**src/rtl/bcd_down_cnt3.sv**
```systemverilog
// Three-digit BCD down-counter with prescaled ticks, stop/resume and a done pulse at 000.
// Optional auto-reload on terminal count: define BCD_DOWN_CNT_RELOAD_EN.
module bcd_down_cnt3 #(
  parameter int unsigned TICK_DIV = 1
) (
  input  logic       clk,
  input  logic       reset,
  input  logic       load,
  input  logic [3:0] ld0,
  input  logic [3:0] ld1,
  input  logic [3:0] ld2,
  input  logic       start,
  input  logic       stop,
  output logic [3:0] out0,
  output logic [3:0] out1,
  output logic [3:0] out2,
  output logic       busy,
  output logic       zero,
  output logic       done,
  output logic [1:0] state_dbg_o
);

  typedef enum logic [1:0] {
    S_IDLE = 2'd0,
    S_RUN  = 2'd1,
    S_DONE = 2'd2
  } state_t;

  localparam logic [15:0] PSC_MAX = 16'(TICK_DIV - 1);

  state_t      state_q, state_d;
  logic [11:0] cnt_q, cnt_d;
  logic [11:0] rel_q, rel_d;
  logic [15:0] psc_q, psc_d;
  logic        done_q, done_d;

  logic [11:0] dec_val;
  logic [11:0] ld_sat;
  logic        cnt_zero;
  logic        dec_zero;

  function automatic logic [3:0] sat9(input logic [3:0] d);
    return (d > 4'd9) ? 4'd9 : d;
  endfunction

  assign ld_sat   = {sat9(ld2), sat9(ld1), sat9(ld0)};
  assign cnt_zero = (cnt_q == 12'h000);
  assign dec_zero = (dec_val == 12'h000);

  // Digit-wise borrow chain; only ever applied to a non-zero count.
  always_comb begin
    logic borrow0;
    logic borrow1;
    dec_val = cnt_q;
    borrow0 = (cnt_q[3:0] == 4'd0);
    borrow1 = borrow0 && (cnt_q[7:4] == 4'd0);
    dec_val[3:0] = borrow0 ? 4'd9 : cnt_q[3:0] - 4'd1;
    if (borrow0) begin
      dec_val[7:4] = (cnt_q[7:4] == 4'd0) ? 4'd9 : cnt_q[7:4] - 4'd1;
    end
    if (borrow1) begin
      dec_val[11:8] = (cnt_q[11:8] == 4'd0) ? 4'd9 : cnt_q[11:8] - 4'd1;
    end
  end

  // Priority each cycle: load > stop > start > tick.
  always_comb begin
    state_d = state_q;
    cnt_d   = cnt_q;
    rel_d   = rel_q;
    psc_d   = psc_q;
    done_d  = 1'b0;
    if (load) begin
      cnt_d   = ld_sat;
      rel_d   = ld_sat;
      psc_d   = 16'd0;
      state_d = S_IDLE;
    end else begin
      case (state_q)
        S_IDLE: begin
          if (!stop && start) begin
            if (cnt_zero) begin
              state_d = S_DONE;
              done_d  = 1'b1;
            end else begin
              state_d = S_RUN;
              psc_d   = 16'd0;
            end
          end
        end
        S_RUN: begin
          if (stop) begin
            state_d = S_IDLE;
            psc_d   = 16'd0;
          end else if (psc_q == PSC_MAX) begin
            psc_d = 16'd0;
            cnt_d = dec_val;
            if (dec_zero) begin
              done_d = 1'b1;
`ifdef BCD_DOWN_CNT_RELOAD_EN
              if (rel_q != 12'h000) begin
                cnt_d = rel_q;
              end else begin
                state_d = S_DONE;
              end
`else
              state_d = S_DONE;
`endif
            end
          end else begin
            psc_d = psc_q + 16'd1;
          end
        end
        S_DONE: begin
          if (stop) begin
            state_d = S_IDLE;
          end else if (start) begin
            state_d = S_DONE;
            done_d  = 1'b1;
          end else begin
            state_d = S_IDLE;
          end
        end
        default: state_d = S_IDLE;
      endcase
    end
  end

  always_ff @(posedge clk or posedge reset) begin
    if (reset) begin
      state_q <= S_IDLE;
      cnt_q   <= 12'h000;
      rel_q   <= 12'h000;
      psc_q   <= 16'd0;
      done_q  <= 1'b0;
    end else begin
      state_q <= state_d;
      cnt_q   <= cnt_d;
      rel_q   <= rel_d;
      psc_q   <= psc_d;
      done_q  <= done_d;
    end
  end

  assign out0        = cnt_q[3:0];
  assign out1        = cnt_q[7:4];
  assign out2        = cnt_q[11:8];
  assign busy        = (state_q == S_RUN);
  assign zero        = cnt_zero;
  assign done        = done_q;
  assign state_dbg_o = state_q;

endmodule

```
**config.mk**
```make
export PLATFORM = sky130hd
export DESIGN_NAME = bcd_down_cnt3
export DESIGN_NICKNAME = d
export VERILOG_FILES = /design/src/rtl/bcd_down_cnt3.sv
export SDC_FILE = /design/constraint.sdc
export NUM_CORES = 1
export LEC_CHECK = 0
export BUFFER_PORTS_ARGS = -buffer_cell sky130_fd_sc_hd__buf_2
export CAP_MARGIN = 20
export CORE_ASPECT_RATIO = 1.1
export CORE_MARGIN = 3
export CORE_UTILIZATION = 52
export CTS_CLUSTER_SIZE = 28
export DETAILED_ROUTE_END_ITERATION = 10
export PLACE_DENSITY = 0.85
export SLEW_MARGIN = 20
export SYNTH_ARGS = -nofsm -noshare
export SYNTH_HDL_FRONTEND = slang
export SYNTH_SLANG_ARGS = --single-unit
```
**constraint.sdc**
```tcl
create_clock -name clk -period 5.8 [get_ports clk]
set_clock_uncertainty 0.05 [all_clocks]
set_input_delay 0.29 -clock clk [delete_from_list [all_inputs] [get_ports clk]]
set_output_delay 0.29 -clock clk [all_outputs]
set_load 0.02 [all_outputs]
```
; ---- Word level (Yosys, flattened, before mapping)
; Cells that the tools add are included.
[totals]
latch_bits = 0
out_inout_bits = 17
ram_bits = 0
word_cells = 70
romBits = 0
regBits = 31
n_memories = 0
[op_classes]
add_sub_neg = 4
n_div = 0
bitwise = 0
n_eq_ne = 7
mul = 0
reduce_logical = 16
order_cmp = 3
shift = 0
n_mux = 36
[op_table]
columns = operator, n
row1 = two-way mux 16 bit, 5
row2 = two-way mux 12 bit, 4
row3 = two-way mux 4 bit, 8
row4 = one-hot mux 16 bit (2 select lines), 1
row5 = logical NOT 12 bit, 2
row6 = "adder 16 x 1 -> 16 bit, second input constant", 1
row7 = logical NOT 16 bit, 1
row8 = two-way mux 2 bit, 8
row9 = "greater-than comparator 4 bit, second input constant", 3
row10 = logical NOT 4 bit, 3
row11 = "subtractor 4 x 1 -> 4 bit, second input constant", 3
row12 = AND reduction 3 bit, 3
row13 = two-way mux 1 bit, 8
row14 = "!= test 4 x 3 -> 1 bit, second input constant", 2
row15 = "!= test 3 bit, second input constant", 2
row16 = one-hot mux 2 bit (3 select lines), 1
row17 = nonzero test 2 bit, 2
row18 = one-hot mux 1 bit (3 select lines), 1
row19 = nonzero test 3 bit, 1
row20 = "== test 2 x 1 -> 1 bit, second input constant", 1
row21 = "== test 2 bit, second input constant", 1
row22 = logical AND 1 bit, 2
row23 = logical NOT 2 bit, 1
row24 = "!= test 2 bit, second input constant", 1
row25 = logical NOT 1 bit, 1

; ---- Depth between registers and ports, before layout
; Gate-level depths: netlist of run 1.
[depth]
word_depth = 9
mapped_depth = 8
mapped_depth_nobuf = 7

; ---- Worst setup path before layout of run 1
; Ideal clock, no wire load.
[synth_timing]
kind = register to register
start = reg cnt_q[5]
end = reg psc_q[5]
n_path_buf = 2
path_slack_ps = 3859
path_stages_with_launch = 8
arrival_ps = 1796
setup_ps = 95
cell_sequence = dfrtp_1 -> buf_6 -> nor4_4 -> a31oi_2 -> a311oi_4 -> buf_6 -> o21ai_0 -> o31ai_1
[synth_via]
elab_chain_len = 3
[synth_lines]
columns = element, line
row1 = start: declaration, 32  ; logic [11:0] cnt_q, cnt_d;
row2 = start signal: assignment, 138  ; cnt_q <= cnt_d;
row3 = logical NOT 12 bit, 47  ; assign cnt_zero = (cnt_q == 12'h000);
row4 = != test 3 bit (no line), --
row5 = AND reduction 3 bit (no line), --
row6 = end signal: assignment, 140  ; psc_q <= psc_d;
row7 = end: declaration, 34  ; logic [15:0] psc_q, psc_d;
; Every way passes these cells.
; A chain may end at the register's enable or synchronous reset.

; ---- Final worst setup path of run 1
[layout_timing]
start = reg cnt_q[0]
end = reg psc_q[12]
; Same word-level chain as after synthesis.

==> qor.yml, run 1 <==
outcome:
  outcome: "complete, no violations"
clock_network:
  cts-root-buf: "clkbuf_8"
  numCtsBuffers: 5
  worstSkewPairLatency_ps: 290
  cts_resized: 0
  cts_buffer_depth: 2
  numClockSinks: 31
  cts_max_level: 2
  cts_tree: "built"
  cts_setup_buffers: 0
  path_clk_slew_ps: 70
  holdBufCountCts: 0
worst_setup_path:
  critPathCaptureType: "flop"
  crit_family: "compound AO/OA/AOI/OAI gates"
  cp_max_fo: 16
  r2r_end: "psc_q[12]"
  cp-start-kind: "flop"
  worst-path-stages: 5
  worstPathArrival_ps: 2430
  worstSetupStartpoint: "cnt_q[0]"
  path_class: "reg -> reg"
  cpPeakStageDelay_ps: 700
  crit_required_ps: 5980
  worst_path_max_delay_cell: "a311oi_4"
  rrSetupSlack_ps: 3550
  ff2ff_path_depth: 5
  cp_num_buf_inv: 0
  crit_chain: "nor4_1 -> a31oi_2 -> a311oi_4 -> o21bai_1 -> a22o_1"
  endpoint: "psc_q[12]"
  r2r_start: "cnt_q[0]"
place:
  place_ws_ps: 3630
  place_congestion: 0.819
  post-dp-hpwl_microns: 3190
  io_buffers: 33
routing:
  vias_per_cell: 5.90
  wl_microns: 4400
  num_vias: 1777
  drc_errors: 0
  routedWlPerCell_microns: 14.6
  drt-pass1-iter-count: 4
  ant_nets: 0
  drt_iter0_drc: 132
global_routing:
  overflow: 0
  grt_pass1_wl_microns: 7580
  track_usage_pct: 20.9
  grt_pass1_vias: 1703
  antenna_found_initial: 0
  grt_max_degree: 32
floorplanning:
  dieArea_sq_um: 4660
  core_area_sq_um: 3680
  io_pins: 34
  core.rowCount: 23
  die_width_microns: 65.4
  fp.dieH_microns: 71.3
  start_util_pct: 54.7
synth:
  synth-seq-cells: 31
  synth_top_area_share_pct: 38.5
  synthArstFlopShare_pct: 100
  synthFlopType: "dfrtp_1"
  synth_cell_types: 54
  synthAdderAreaFrac_pct: 1.24
  synth_mux_area_share_pct: 3.60
  synth_area_leaders: "dfrtp_1 38%, o21ai_0 4.0%, nor4_2 3.1%"
  yosysTopAreaCell: "dfrtp_1"
  synth_top_family_by_area: "simple AND/OR/NAND/NOR gates"
  synth_xor_area_share_pct: 2.61
  syn_area_sq_um: 2020
  avgSynthCellArea_sq_um: 9.20
  synth-compound-area-share_pct: 17.2
  yosysSeqAreaShare_pct: 38.5
  synth_warnings: 0
  synthCells: 219
  yosys.area_share.simple_pct: 32.3
  synth_edf_count: 0
  syn_nets: 238
layout:
  drive_gt1_share_pct: 23.9
  mostFrequentLayoutCells: "33 x buf_2, 31 x dfrtp_1, 16 x nor2_1, 16 x o21ai_0, 15 x nand2_1"
  fill_cells: 354
  nets: 270
  multi_input_area_sq_um: 1150
  final_common_cell: "buf_2"
  syn2layout_area_growth_pct: 13.3
  antenna_cells: 0
  seqCellArea_sq_um: 776
sta:
  fmax_ghz: 0.444
  finalSetupTns_ps: 0
  setup_viol: 0
  rsz0062_at_grt: "no"
  finalWorstSetupSlack_ps: 3550
  slew_violations: 0
  fin_crit_ps: 2250
  hold_violations: 0
  whs_ps: 30.4
  worst_pin_slew_ps: 698
  maxSlewHeadroom_pct: 53.5
  finalCritPeriodShare_pct: 38.9
pwr:
  vdd_drop_max_mv: 0.151
  intPower_uw: 349
  powerDensity_nw_per_um2: 215
  clkPwrFrac_pct: 35.2
  p_comb_share_pct: 15.8
  power_leakage_uw: 0.000951
  sw_frac_of_total_pct: 29.1
  p_sw_uw: 143
  power_frac_seq_pct: 49.1
flow_run:
  max_cap_violations: 0
hold_path:
  min_path_type: "in -> async"
-- worst register-to-register path, cell delays in order (launching register included) --
cell	delay, ps
dfrtp_1	430
nor4_1	480
a31oi_2	190
a311oi_4	700
o21bai_1	200
a22o_1	150
-- cell usage after synthesis (all sizes together) (6+ instances only) --
library cell / instances
nand3: 9
nor2: 17
or3: 6
nand2: 15
nand3b: 8
dfrtp: 31
inv: 10
o21ai: 21
nor3: 9
nand4: 9
nor4: 10
a21oi: 9
-- registers in the layout (all words and copies together), names as in the netlist --
signal / flops
done: 1
cnt_q: 12
state_dbg_o: 2
psc_q: 16
-- kinds of logic (layout without fill, tap and decap cells) --
logic type / after synthesis / after routing
adders and majority gates: 2 / 2
buffers and inverters: 19 / 51
DFF: 31 / 31
and+or+nand+nor: 103 / 103
AOI/OAI and AO/OA: 51 / 51
muxes: 7 / 7
xor gates and xnor gates: 6 / 6
-- cell type report --
class                      count  share of cell area, %
sequential                    31                   34.0
timing repair buffer          34                   7.56
multi-input combinational    169                   50.3
clock buffer                   6                   3.61
clock inverter                 1                  0.219
tap                           50                   2.74
inverter                      10                   1.64
-- metal layers --
layer,track usage (%),up-vias,wire length [microns]
met5,0,-,0
met4,9.91,0,97
met3,5.80,9,238
met2,35.3,52,2230
met1,24.5,847,1830
li1,-,869,-
-- how the worst min path moves through the flow --
stage | to | cells past startpoint
4_1_cts | psc_q[3] | 3
6_report | cnt_q[10] | 3
5_1_grt | psc_q[3] | 3
3_5_place_dp | psc_q[3] | 3
3_3_place_gp | psc_q[3] | 3
2_1_floorplan | cnt_q[0] | 1
-- power groups by stage --
stage | clock (uW) | sequential (uW) | combinational (uW)
finish | 173 | 242 | 77.5
global route | 185 | 243 | 85.3
CTS | 178 | 241 | 78.4
detailed placement | 0 | 244 | 77.9
global placement | 0 | 244 | 76.6
floorplan | 0 | 252 | 45.9
-- per-stage QoR --
| stage | instances | utilization [%] | area (sq um) | power (uW) |
|---|---|---|---|---|
| final | 301 | 62.0 | 2280 | 492 |
| after global routing | 301 | 62.0 | 2280 | 513 |
| after CTS | 301 | 62.0 | 2280 | 497 |
| after detailed placement | 294 | 59.6 | 2200 | 322 |
| after global placement | 294 | 59.6 | 2200 | 321 |
| after floorplan | 219 | - | 2020 | 298 |
No activity file was read; power rests on OpenSTA's default activity.
==> run 2: changes to the inputs <==
- ABC_AREA: not set -> 1
- CORE_UTILIZATION: 52 -> 51
- PLACE_DENSITY: 0.85 -> 0.86
- clock period: 5.8 -> 2 ns (I/O delays scaled with it)
==> run 2 against run 1 <==
Compared with the run above:
- cell area up 19%
- core utilization up 4.8 points
- die area up 12%
- sequential power rose to 3.0 times the previous value
- power rose to 3.7 times the previous value
- clock-buffer cell count unchanged
- final cell count up 42%
- synthesized area up 11%
- global-route usage up 2.8 points
- hold slack better by 19 ps
- combinational power rose to 8.5 times the previous value
- sequential share of layout area down 5.5 points
- critical path type unchanged
- largest power group unchanged
- highest routed layer unchanged
==> qor.yml, run 2 <==
floorplanning:
  dieArea_sq_um: 5220  # +12%
  io_pins: 34  # unchanged
  start_util_pct: 54.7  # about the same
  core_area_sq_um: 4080  # +11%
  fp.dieH_microns: 75.4  # +5.8%
  die_width_microns: 69.1  # +5.8%
  core.rowCount: 24  # +4.3%
global_routing:
  track_usage_pct: 23.7  # +2.8 points
  antenna_found_initial: 0  # unchanged
  overflow: 0  # unchanged
  grt_max_degree: 32  # unchanged
  grt_pass1_wl_microns: 9930  # +31%
  grt_pass1_vias: 2183  # +28%
synth:
  synth_common_cells: "58 x nand2_1, 46 x inv_1, 36 x nor2_1"
  syn_nets: 335  # +41%
  yosysSeqAreaShare_pct: 34.7  # -3.8 points
  synthFlopType: "dfrtp_1"
  avgSynthCellArea_sq_um: 7.08  # -23%
  synth-seq-cells: 31  # unchanged
  syn_area_sq_um: 2240  # +11%
  synth_area_leaders: "dfrtp_1 35%, nand2_1 9.7%, inv_1 7.7%"
  yosysMostFrequentCell: "nand2_1"
  synth_edf_count: 0  # unchanged
  synth_cell_types: 33  # -39%
  synthArstFlopShare_pct: 100  # unchanged
  synth_top_area_share_pct: 34.7  # -3.8 points
  synthCells: 316  # +44%
  synth_warnings: 0  # unchanged
  yosysTopAreaCell: "dfrtp_1"
place:
  place_ws_ps: 43.5  # -3580 ps
  io_buffers: 33  # unchanged
  post-dp-hpwl_microns: 4430  # +39%
  placed_cell_area_sq_um: 2560  # +16%
  dp.cells: 411  # +40%
  place_congestion: 0.908  # +11%
sta:
  finalWorstSetupSlack_ps: 113  # -3430 ps
  setup_viol: 0  # unchanged
  finalSetupTns_ps: 0  # unchanged
  rsz0062_at_grt: "no"
  slew_violations: 0  # unchanged
  hold_violations: 0  # unchanged
  finalCritPeriodShare_pct: 94.3  # +55 points
  maxSlewHeadroom_pct: 67.8  # +14 points
  fin_crit_ps: 1890  # -368 ps
  worst_pin_slew_ps: 483  # -216 ps
  fmax_ghz: 0.530  # +19%
layout:
  largest_reg_flops: 16  # unchanged
  stdcell_count: 426  # +42%
  syn2layout_area_growth_pct: 22.0
  final_common_cell: "nand2_1"
  final_area_sq_um: 2730  # +19%
  drive_gt1_share_pct: 23.8  # -0.11 points
  nets: 394  # +46%
  utilization_pct: 66.8  # +4.8 points
  antenna_cells: 0  # unchanged
  regMostFlops: "psc_q"
  mostFrequentLayoutCells: "58 x nand2_1, 46 x inv_1, 34 x nor2_1"
clock_network:
  numCtsBuffers: 5  # unchanged
  cts-root-buf: "clkbuf_8"
  cts_tree: "built"
  numClockSinks: 31  # unchanged
  path_clk_slew_ps: 60  # about the same
  cts_max_level: 2  # unchanged
  worstSkewPairLatency_ps: 290  # about the same
  cts_buffer_depth: 2  # unchanged
routing:
  wl_microns: 6300  # +43%
  ant_nets: 0  # unchanged
  drt_iter0_drc: 222  # +68%
  drt-pass1-iter-count: 5  # +1
  vias_per_cell: 5.79  # -1.9%
  num_vias: 2467  # +39%
  routedWlPerCell_microns: 14.8  # +1.2%
  drc_errors: 0  # unchanged
outcome:
  outcome: "complete, no violations"
worst_setup_path:
  rrSetupSlack_ps: 110  # -3430 ps
  worstPathArrival_ps: 2000  # -430 ps
  cp-start-kind: "flop"
  crit_path_frequent_cell: "nand2_1"
  r2r_end: "state_dbg_o[0]"
  ff2ff_path_depth: 11  # +6
  worst_path_max_delay_cell: "dfrtp_2"
  cpPeakStageDelay_ps: 430  # -270 ps
  crit_required_ps: 2110  # -3870 ps
  path_class: "reg -> reg"
  critPathCaptureType: "flop"
  crit_chain: "nor2_4 -> nand2_4 -> buf_4 -> o21ai_1 -> nand2_1 -> nor2_1 -> nand2_1 -> nor2_1 -> nand3b_1 -> nand2_1 -> nand2_1"
  cp_max_fo: 6  # -10
  r2r_start: "cnt_q[3]"
pwr:
  powerDensity_nw_per_um2: 672  # +210%
  power_leakage_uw: 0.00135  # +42%
  vdd_drop_max_mv: 0.428  # +180%
hold_path:
  min-delay-start: "ld0[3]"
  worstHoldPathCells: 3
  min_path_type: "in -> reg"
  whs_endpoint: "cnt_q[3]"
flow_run:
  max_cap_violations: 0  # unchanged
run 2: worst max-delay path by stage:
stage	start	to	cells after the start
after floorplan	cnt_q[2]	psc_q[5]	10
after global routing	psc_q[0]	cnt_q[6]	11
final	cnt_q[3]	state_dbg_o[0]	11
after CTS	cnt_q[4]	psc_q[2]	11
after detailed placement	cnt_q[4]	psc_q[2]	11
after global placement	cnt_q[3]	psc_q[2]	11
run 2: cells by family after synthesis:
logic type                 share of synthesized area (%)
AOI/OAI and AO/OA                                   15.2
adders and majority gates                           1.12
xor gates and xnor gates                            3.53
DFF                                                 34.7
buffers and inverters                               9.74
and+or+nand+nor                                     35.7
run 2: layer usage:
metal	track usage, %	vias up	part of all wire, %
met5	0	-	0
met4	9.33	0	2.6
met3	5.01	22	9.0
met2	40.8	142	49
met1	29.8	1134	39
li1	-	1169	-
run 2: power by group:
part           switching (uW)  total (uW)  internal [uW]
Combinational             424         657            233
Clock                     220         451            231
Sequential               49.3         726            677
run 2: repair_timing:
action,4_1_cts,5_1_grt
setup buffers,0,8
gates resized for setup,0,8
hold endpoints to repair,31,0
hold buffers,1,0
endpoints found under the setup margin,0,16
run 2: cell type report:
| cell class | count | area [sq um] |
|---|---|---|
| fillers | 337 | 1360 |
| multi-input cells | 231 | 1270 |
| flip-flops and latches | 31 | 777 |
| repair buffers | 60 | 370 |
| inverters | 46 | 173 |
| clock buffers | 6 | 72.6 |
| well taps | 52 | 65.1 |
run 2: critical path: cells and delay by family, from the launching register on:
kind,cells,cell delay (ps)
and+or+nand+nor,9,990
DFF,1,430
buffers and inverters,1,160
AOI/OAI and AO/OA,1,150
run 2: per-stage QoR:
step / hold slack [ps] / power, uW
2_1_floorplan: 154 / 1110
3_3_place_gp: 153 / 1300
3_5_place_dp: 163 / 1310
4_1_cts: 48.3 / 1770
5_1_grt: 51.1 / 1940
6_report: 49.1 / 1830
